$ cat src/rtl/dmem_arbiter.sv
// ============================================================================
// Module   : dmem_arbiter
// Brief    : Core/debug arbiter for the single-ported data memory. The core has
//            priority, and a bounded wait force-grants debug.
//            Optional macro DMEM_ARB_PERF_EN adds the PERF_CSTALL/PERF_DGNT counters.
// Revision : 1.0  initial release
// ============================================================================
`default_nettype none

module dmem_arbiter #(
  parameter int ADDR_W   = 15,
  parameter int MAX_WAIT = 4
) (
  input  logic              CLK,
  input  logic              RSTN,
  input  logic              C_REQ,
  input  logic [3:0]        C_WSTB,
  input  logic [ADDR_W-1:0] C_ADDR,
  input  logic [31:0]       C_WDATA,
  output logic              C_STALL,
  output logic [31:0]       C_RDATA,
  output logic              C_RVALID,
  input  logic              D_REQ,
  input  logic [3:0]        D_WSTB,
  input  logic [ADDR_W-1:0] D_ADDR,
  input  logic [31:0]       D_WDATA,
  output logic              D_GNT,
  output logic [31:0]       D_RDATA,
  output logic              D_RVALID,
  output logic              M_REN,
  output logic [3:0]        M_WSTB,
  output logic [ADDR_W-1:0] M_ADDR,
  output logic [31:0]       M_WDATA,
  input  logic [31:0]       M_RDATA
`ifdef DMEM_ARB_PERF_EN
  ,
  output logic [31:0]       PERF_CSTALL,
  output logic [31:0]       PERF_DGNT
`endif
);

  typedef enum logic [0:0] {
    ST_CORE_PRI  = 1'b0,
    ST_DBG_FORCE = 1'b1
  } state_t;

  typedef enum logic [1:0] {
    OWN_NONE = 2'd0,
    OWN_CORE = 2'd1,
    OWN_DBG  = 2'd2
  } owner_t;

  localparam logic [7:0] c_wait_last = 8'(MAX_WAIT - 1);

  state_t     r_state;
  owner_t     r_rd_owner;
  logic [7:0] r_wait_cnt;

  logic w_c_req;
  logic w_d_req;
  logic w_c_gnt;
  logic w_d_gnt;

  // Requests are masked while reset is held so every combinational output idles.
  assign w_c_req = C_REQ & RSTN;
  assign w_d_req = D_REQ & RSTN;
  assign w_c_gnt = w_c_req & ((r_state == ST_CORE_PRI) | ~w_d_req);
  assign w_d_gnt = w_d_req & ((r_state == ST_DBG_FORCE) | ~w_c_req);

  assign C_STALL  = w_c_req & ~w_c_gnt;
  assign D_GNT    = w_d_gnt;
  assign C_RDATA  = M_RDATA;
  assign D_RDATA  = M_RDATA;
  assign C_RVALID = (r_rd_owner == OWN_CORE);
  assign D_RVALID = (r_rd_owner == OWN_DBG);

  always_comb begin
    M_REN   = 1'b0;
    M_WSTB  = 4'b0000;
    M_ADDR  = '0;
    M_WDATA = 32'h0;
    if (w_c_gnt) begin
      M_REN   = (C_WSTB == 4'b0000);
      M_WSTB  = C_WSTB;
      M_ADDR  = C_ADDR;
      M_WDATA = C_WDATA;
    end else if (w_d_gnt) begin
      M_REN   = (D_WSTB == 4'b0000);
      M_WSTB  = D_WSTB;
      M_ADDR  = D_ADDR;
      M_WDATA = D_WDATA;
    end
  end

  always_ff @(posedge CLK or negedge RSTN) begin
    if (!RSTN) begin
      r_state    <= ST_CORE_PRI;
      r_wait_cnt <= 8'd0;
      r_rd_owner <= OWN_NONE;
    end else begin
      case (r_state)
        ST_CORE_PRI: begin
          // Debug lost this cycle; after MAX_WAIT straight losses it gets one forced slot.
          if (w_d_req & w_c_req) begin
            if (r_wait_cnt == c_wait_last) begin
              r_state    <= ST_DBG_FORCE;
              r_wait_cnt <= 8'd0;
            end else begin
              r_wait_cnt <= r_wait_cnt + 8'd1;
            end
          end else begin
            r_wait_cnt <= 8'd0;
          end
        end
        ST_DBG_FORCE: begin
          r_state    <= ST_CORE_PRI;
          r_wait_cnt <= 8'd0;
        end
        default: begin
          r_state    <= ST_CORE_PRI;
          r_wait_cnt <= 8'd0;
        end
      endcase

      if (w_c_gnt && (C_WSTB == 4'b0000))
        r_rd_owner <= OWN_CORE;
      else if (w_d_gnt && (D_WSTB == 4'b0000))
        r_rd_owner <= OWN_DBG;
      else
        r_rd_owner <= OWN_NONE;
    end
  end

`ifdef DMEM_ARB_PERF_EN
  logic [31:0] r_perf_cstall;
  logic [31:0] r_perf_dgnt;

  always_ff @(posedge CLK or negedge RSTN) begin
    if (!RSTN) begin
      r_perf_cstall <= 32'h0;
      r_perf_dgnt   <= 32'h0;
    end else begin
      if (C_STALL && (r_perf_cstall != 32'hFFFF_FFFF))
        r_perf_cstall <= r_perf_cstall + 32'd1;
      if (D_GNT && (r_perf_dgnt != 32'hFFFF_FFFF))
        r_perf_dgnt <= r_perf_dgnt + 32'd1;
    end
  end

  assign PERF_CSTALL = r_perf_cstall;
  assign PERF_DGNT   = r_perf_dgnt;
`endif

endmodule

`default_nettype wire

$ cat config.mk
export PLATFORM = sky130hd
export DESIGN_NAME = dmem_arbiter
export DESIGN_NICKNAME = d
export VERILOG_FILES = /design/src/rtl/dmem_arbiter.sv
export SDC_FILE = /design/constraint.sdc
export NUM_CORES = 1
export LEC_CHECK = 0
export BUFFER_PORTS_ARGS = -buffer_cell sky130_fd_sc_hd__buf_4
export CORE_AREA = 4 4 97 99
export DETAILED_ROUTE_END_ITERATION = 8
export DIE_AREA = 0 0 101 103
export PLACE_DENSITY = 0.7
export SETUP_SLACK_MARGIN = 0.15
export SLEW_MARGIN = 40
export SYNTH_ARGS = -nofsm -noshare
export SYNTH_HDL_FRONTEND = slang
export SYNTH_SLANG_ARGS = --single-unit
$ cat constraint.sdc
create_clock -name CLK -period 3.6 [get_ports CLK]
set_clock_uncertainty 0.05 [all_clocks]
set_input_delay 0.72 -clock CLK [delete_from_list [all_inputs] [get_ports CLK]]
set_output_delay 0.72 -clock CLK [all_outputs]
set_load 0.01 [all_outputs]
# After elaboration in Yosys (flattened, before gate mapping)
# Cells that the tools add are included.
[classes]
add_sub_neg = 1
bitwise_logic = 12
n_mux = 16
n_eq_ne = 3
reduce_logical = 4
[ops]
columns = ["op", "count"]
rows = [
  ["32-bit 2-to-1 mux", 2],
  ["15-bit 2-to-1 mux", 2],
  ["8-bit 2-to-1 mux", 2],
  ["8-bit case mux with 2 select lines", 1],
  ["8-bit by 1-bit adder with 8-bit output (second input constant)", 1],
  ["8-bit by 2-bit equality test with 1-bit output (second input constant)", 1],
  ["4-bit zero test", 2],
  ["4-bit 2-to-1 mux", 2],
  ["1-bit AND", 6],
  ["1-bit 2-to-1 mux", 4],
  ["2-bit 2-to-1 mux", 2],
  ["1-bit NOT", 4],
  ["2-bit by 1-bit equality test with 1-bit output (second input constant)", 1],
  ["2-bit equality test (second input constant)", 1],
  ["1-bit logical AND", 2],
  ["1-bit bitwise OR", 2],
  ["1-bit case mux with 2 select lines", 1],
]
[totals]
word_cells = 39
inputBits = 138
ff_bits = 11

# Longest topological paths before layout
[depth]
depth_word = 7
mapped_depth = 4
mapped_depth_nobuf = 4

# Worst setup path before layout
# OpenSTA, ideal clock, no wires.
[synth_timing]
path_kind = "input to output"
start = "input C_WSTB[2]"
end = "output M_REN"
arrival_ps = 1556
cell_stages = 3
required_time_ps = 2830
slack_ps = 1274
path_cell_list = "or4_1 a211oi_2 a21o_1"
[synth_via]
elab_chain_len = 2
[synth_lines]
columns = ["item", "line_no", "text"]
rows = [
  ["start: declaration", "17", "input logic [3:0] C_WSTB,"],
  ["4-bit zero test", "83", "M_REN = (C_WSTB == 4'b0000);"],
  ["1-bit 2-to-1 mux", "82", "if (w_c_gnt) begin"],
  ["end: declaration", "30", "output logic M_REN,"],
]
# No other way between the ends.

# Worst setup path in the final report
[layout_timing]
start = "input RSTN"
end = "output M_WDATA[31]"
[layout_via]
elab_chain_len = 6
elab_cells_between_ends = 10
classes_between = "mux (2); bitwise (8)"
[layout_lines]
columns = ["item", "line_no", "text"]
rows = [
  ["start: declaration", "15", "input logic RSTN,"],
  ["1-bit AND", "65", "assign w_c_req = C_REQ & RSTN;"],
  ["1-bit NOT", "68", "assign w_d_gnt = w_d_req & ((r_state == ST_DBG_FORCE) | ~w_c_req);"],
  ["1-bit bitwise OR", "68", ""],
  ["1-bit AND", "68", ""],
  ["32-bit 2-to-1 mux", "87", "end else if (w_d_gnt) begin"],
  ["32-bit 2-to-1 mux (*)", "82", ""],
  ["end: declaration", "33", "output logic [31:0] M_WDATA,"],
]
# Every way passes the cells marked *; elsewhere a longest branch is shown, timed or not.

==> flow_metrics.py <==
metrics = {
    "run_status": {
        "status": "finished clean",
    },
    "route": {
        "wl_per_cell_um": 15.95,
        "antenna_left": 0,
        "drc": 0,
        "viasPerCell": 4.358,
        "firstDrtPassIters": 4,
        "vias": 1678,
        "routed_wirelength_mm": 6.140,
        "drt_iter0_markers": 15,
    },
    "critical_path": {
        "path_delay_family": "buffers and inverters",
        "crit_top_cell": "buf_4",
        "path_cells": "buf_4 > nand2_1 > a21oi_4 > buf_4 > a22o_1 > buf_4",
        "cp_max_fo": 54,
        "slowest_stage": "buf_4",
        "worstSetupStartpointType": "primary input",
        "crit_buf_inv": 3,
        "cp.required_ps": 2830,
        "worst_setup_path_end_kind": "output pin",
        "crit_type": "primary input to output pin",
        "max_stage_delay_ps": 460,
        "arrival_ps": 2030,
    },
    "die": {
        "die_y_um": 103,
        "initial_core_util": 0.1910,
        "die_width_um": 101,
        "io_pins": 258,
        "row_count": 34,
        "dieArea_um2": 10400,
        "core_um2": 8551,
    },
    "grt": {
        "grtUsageMet2": 0.1590,
        "grt_max_degree": 55,
        "grt_util_all_layers": 0.09872,
        "grt_pass1_vias": 1614,
        "use_met3": 0.01624,
        "grt_antenna_before_repair": 0,
        "gr-total-overflow": 0,
        "grt_pass1_wl_mm": 8.135,
        "met1_usage": 0.1315,
        "grt-busiest-layer": "met2",
    },
    "placed_design": {
        "dp_hpwl_mm": 5.199,
        "place_inst": 381,
        "portBuffers": 161,
        "routabilityCongestion": 0.7224,
    },
    "clocking": {
        "clk_latency_ps": 230,
        "cts_setup_buffers": 0,
        "cts_buffers": 3,
        "clockRootBuffer": "clkbuf_8",
        "postCtsHoldBufs": 0,
        "cts.sinks": 11,
        "h-tree-depth": 1,
        "clock_path_buffers": 2,
        "cts_resized": 0,
        "path_clk_slew_ps": 50,
        "cts_tree": "built",
    },
    "yosys": {
        "synth_area_leader_cell": "buf_4",
        "synth_area_leaders": "buf_4 30%, a22o_2 27%, dfrtp_1 17%",
        "ys.flop_type": "dfrtp_1",
        "synth_top_area_share": 0.2989,
        "synth_cells": 183,
        "yosys_warnings": 0,
        "async_reset_ff_frac": 1.000,
        "yosysSeqAreaShare": 0.1686,
        "synth_edf_count": 0,
        "syn_avg_cell_area_um2": 8.922,
        "synth_seq_cells": 11,
        "synth_cell_type_count": 28,
        "syn_nets": 323,
        "netlist_area_um2": 1633,
    },
    "timing": {
        "setup_tns_ps": 0,
        "drv_slew": 0,
        "timing.final.hold_violations": 0,
        "fmax_mhz": 356.6,
        "period_needed_ps": 2804,
        "rsz0062_at_grt": "false",
        "min_period_over_period": 0.7789,
        "setup_viol": 0,
        "maxSlewHeadroom": 0.6309,
        "max_slew.worst_pin.slew_ps": 553.7,
    },
    "layout": {
        "drive_gt1_frac": 0.7726,
        "insertedDiodeCount": 0,
        "seqCellArea_um2": 275.3,
        "syn_to_final_growth_pct": 52.34,
        "stdcell_count": 385,
        "final_common_cell": "buf_4",
        "num-nets-final": 418,
        "fillers": 903,
        "layout_common_cells": "164 x buf_4, 44 x a22o_2, 11 x dfrtp_1",
        "multi_input_area_um2": 789.5,
    },
    "pwr": {
        "power_density_nw_per_um2": 192.3,
        "combinationalPowerShare": 0.489,
        "internal_power_w": 0.0003490,
        "p_leak_nw": 1.294,
        "seqPwrFrac": 0.263,
        "vdd.ir_drop.worst_mv": 0.05197,
        "p_sw_w": 0.0001293,
        "sw_frac_of_total": 0.2703,
        "p_clk_frac": 0.248,
    },
    "worst_hold_path": {
        "min_path_type": "primary input to asynchronous set/reset pin",
    },
    "flow_run": {
        "drv_cap": 0,
    },
}
[flip-flops by register name (all words and copies together), names as in the netlist]
name        count
r_rd_owner      2
r_wait_cnt      8
r_state         1
[per-stage QoR]
stage,total power (W),cell area [µm²],hold WS [ps],setup slack (ps),utilization
after global routing,0.0005054,2487,276.9,689.4,0.2909
after detailed placement,0.0003629,2442,499.0,796.7,0.2856
after CTS,0.0004844,2487,269.7,788.5,0.2909
after global placement,0.0003608,2442,487.7,819.3,0.2856
after floorplan,0.0002831,1633,374.4,1274,-
final,0.0004782,2487,268.9,795.8,0.2909
[Yosys cell counts (3+ instances only)]
cell     instances
buf_4           65
a22o_1           7
or3_1            3
buf_6            5
nand3_1          5
a22o_2          44
o21ai_0          3
nand2_1          4
a21oi_1          3
buf_2            4
inv_1            3
dfrtp_1         11
nor2_1           7
[logic make-up after synthesis]
family	synth area share
buf+inv	0.3525
fa+ha+maj	0.01532
xor+xnor	0.01609
compound gates	0.3578
simple gates	0.08966
flops	0.1686
[worst paths after layout]
| kind | start | to | slack (ps) | cells after the start |
|---|---|---|---|---|
| max in group asynchronous | RSTN | r_rd_owner[0] | 3070 | 1 |
| min | RSTN | r_wait_cnt[0] | 270 | 1 |
| min in group CLK | r_wait_cnt[0] | r_wait_cnt[0] | 500 | 1 |
| max | RSTN | M_WDATA[31] | 800 | 6 |
| min reg2reg | r_wait_cnt[0] | r_wait_cnt[0] | 500 | 1 |
| max reg2reg | r_wait_cnt[0] | r_wait_cnt[3] | 2030 | 4 |
[final cells by class]
class                           instances  area share
Inverter                                3    0.004527
Clock buffer                            4     0.01811
Sequential cell                        11      0.1107
Tap cell                              108     0.05433
Multi-Input combinational cell         95      0.3174
Timing Repair Buffer                  164      0.4950
[power by group through the flow]
stage                     clock [W]  sequential (W)  combinational [W]
final                      0.000119        0.000126           0.000234
after global routing       0.000129        0.000126           0.000251
after CTS                  0.000123        0.000126           0.000236
after detailed placement          0        0.000128           0.000235
after global placement            0        0.000128           0.000233
after floorplan                   0        0.000127           0.000156
[layer usage]
layer / up-vias / wire length (µm)
met5: - / 0
met4: 0 / 114
met3: 19 / 418
met2: 96 / 3161
met1: 768 / 2445
li1: 795 / -
No activity file was read; power rests on OpenSTA's default activity.
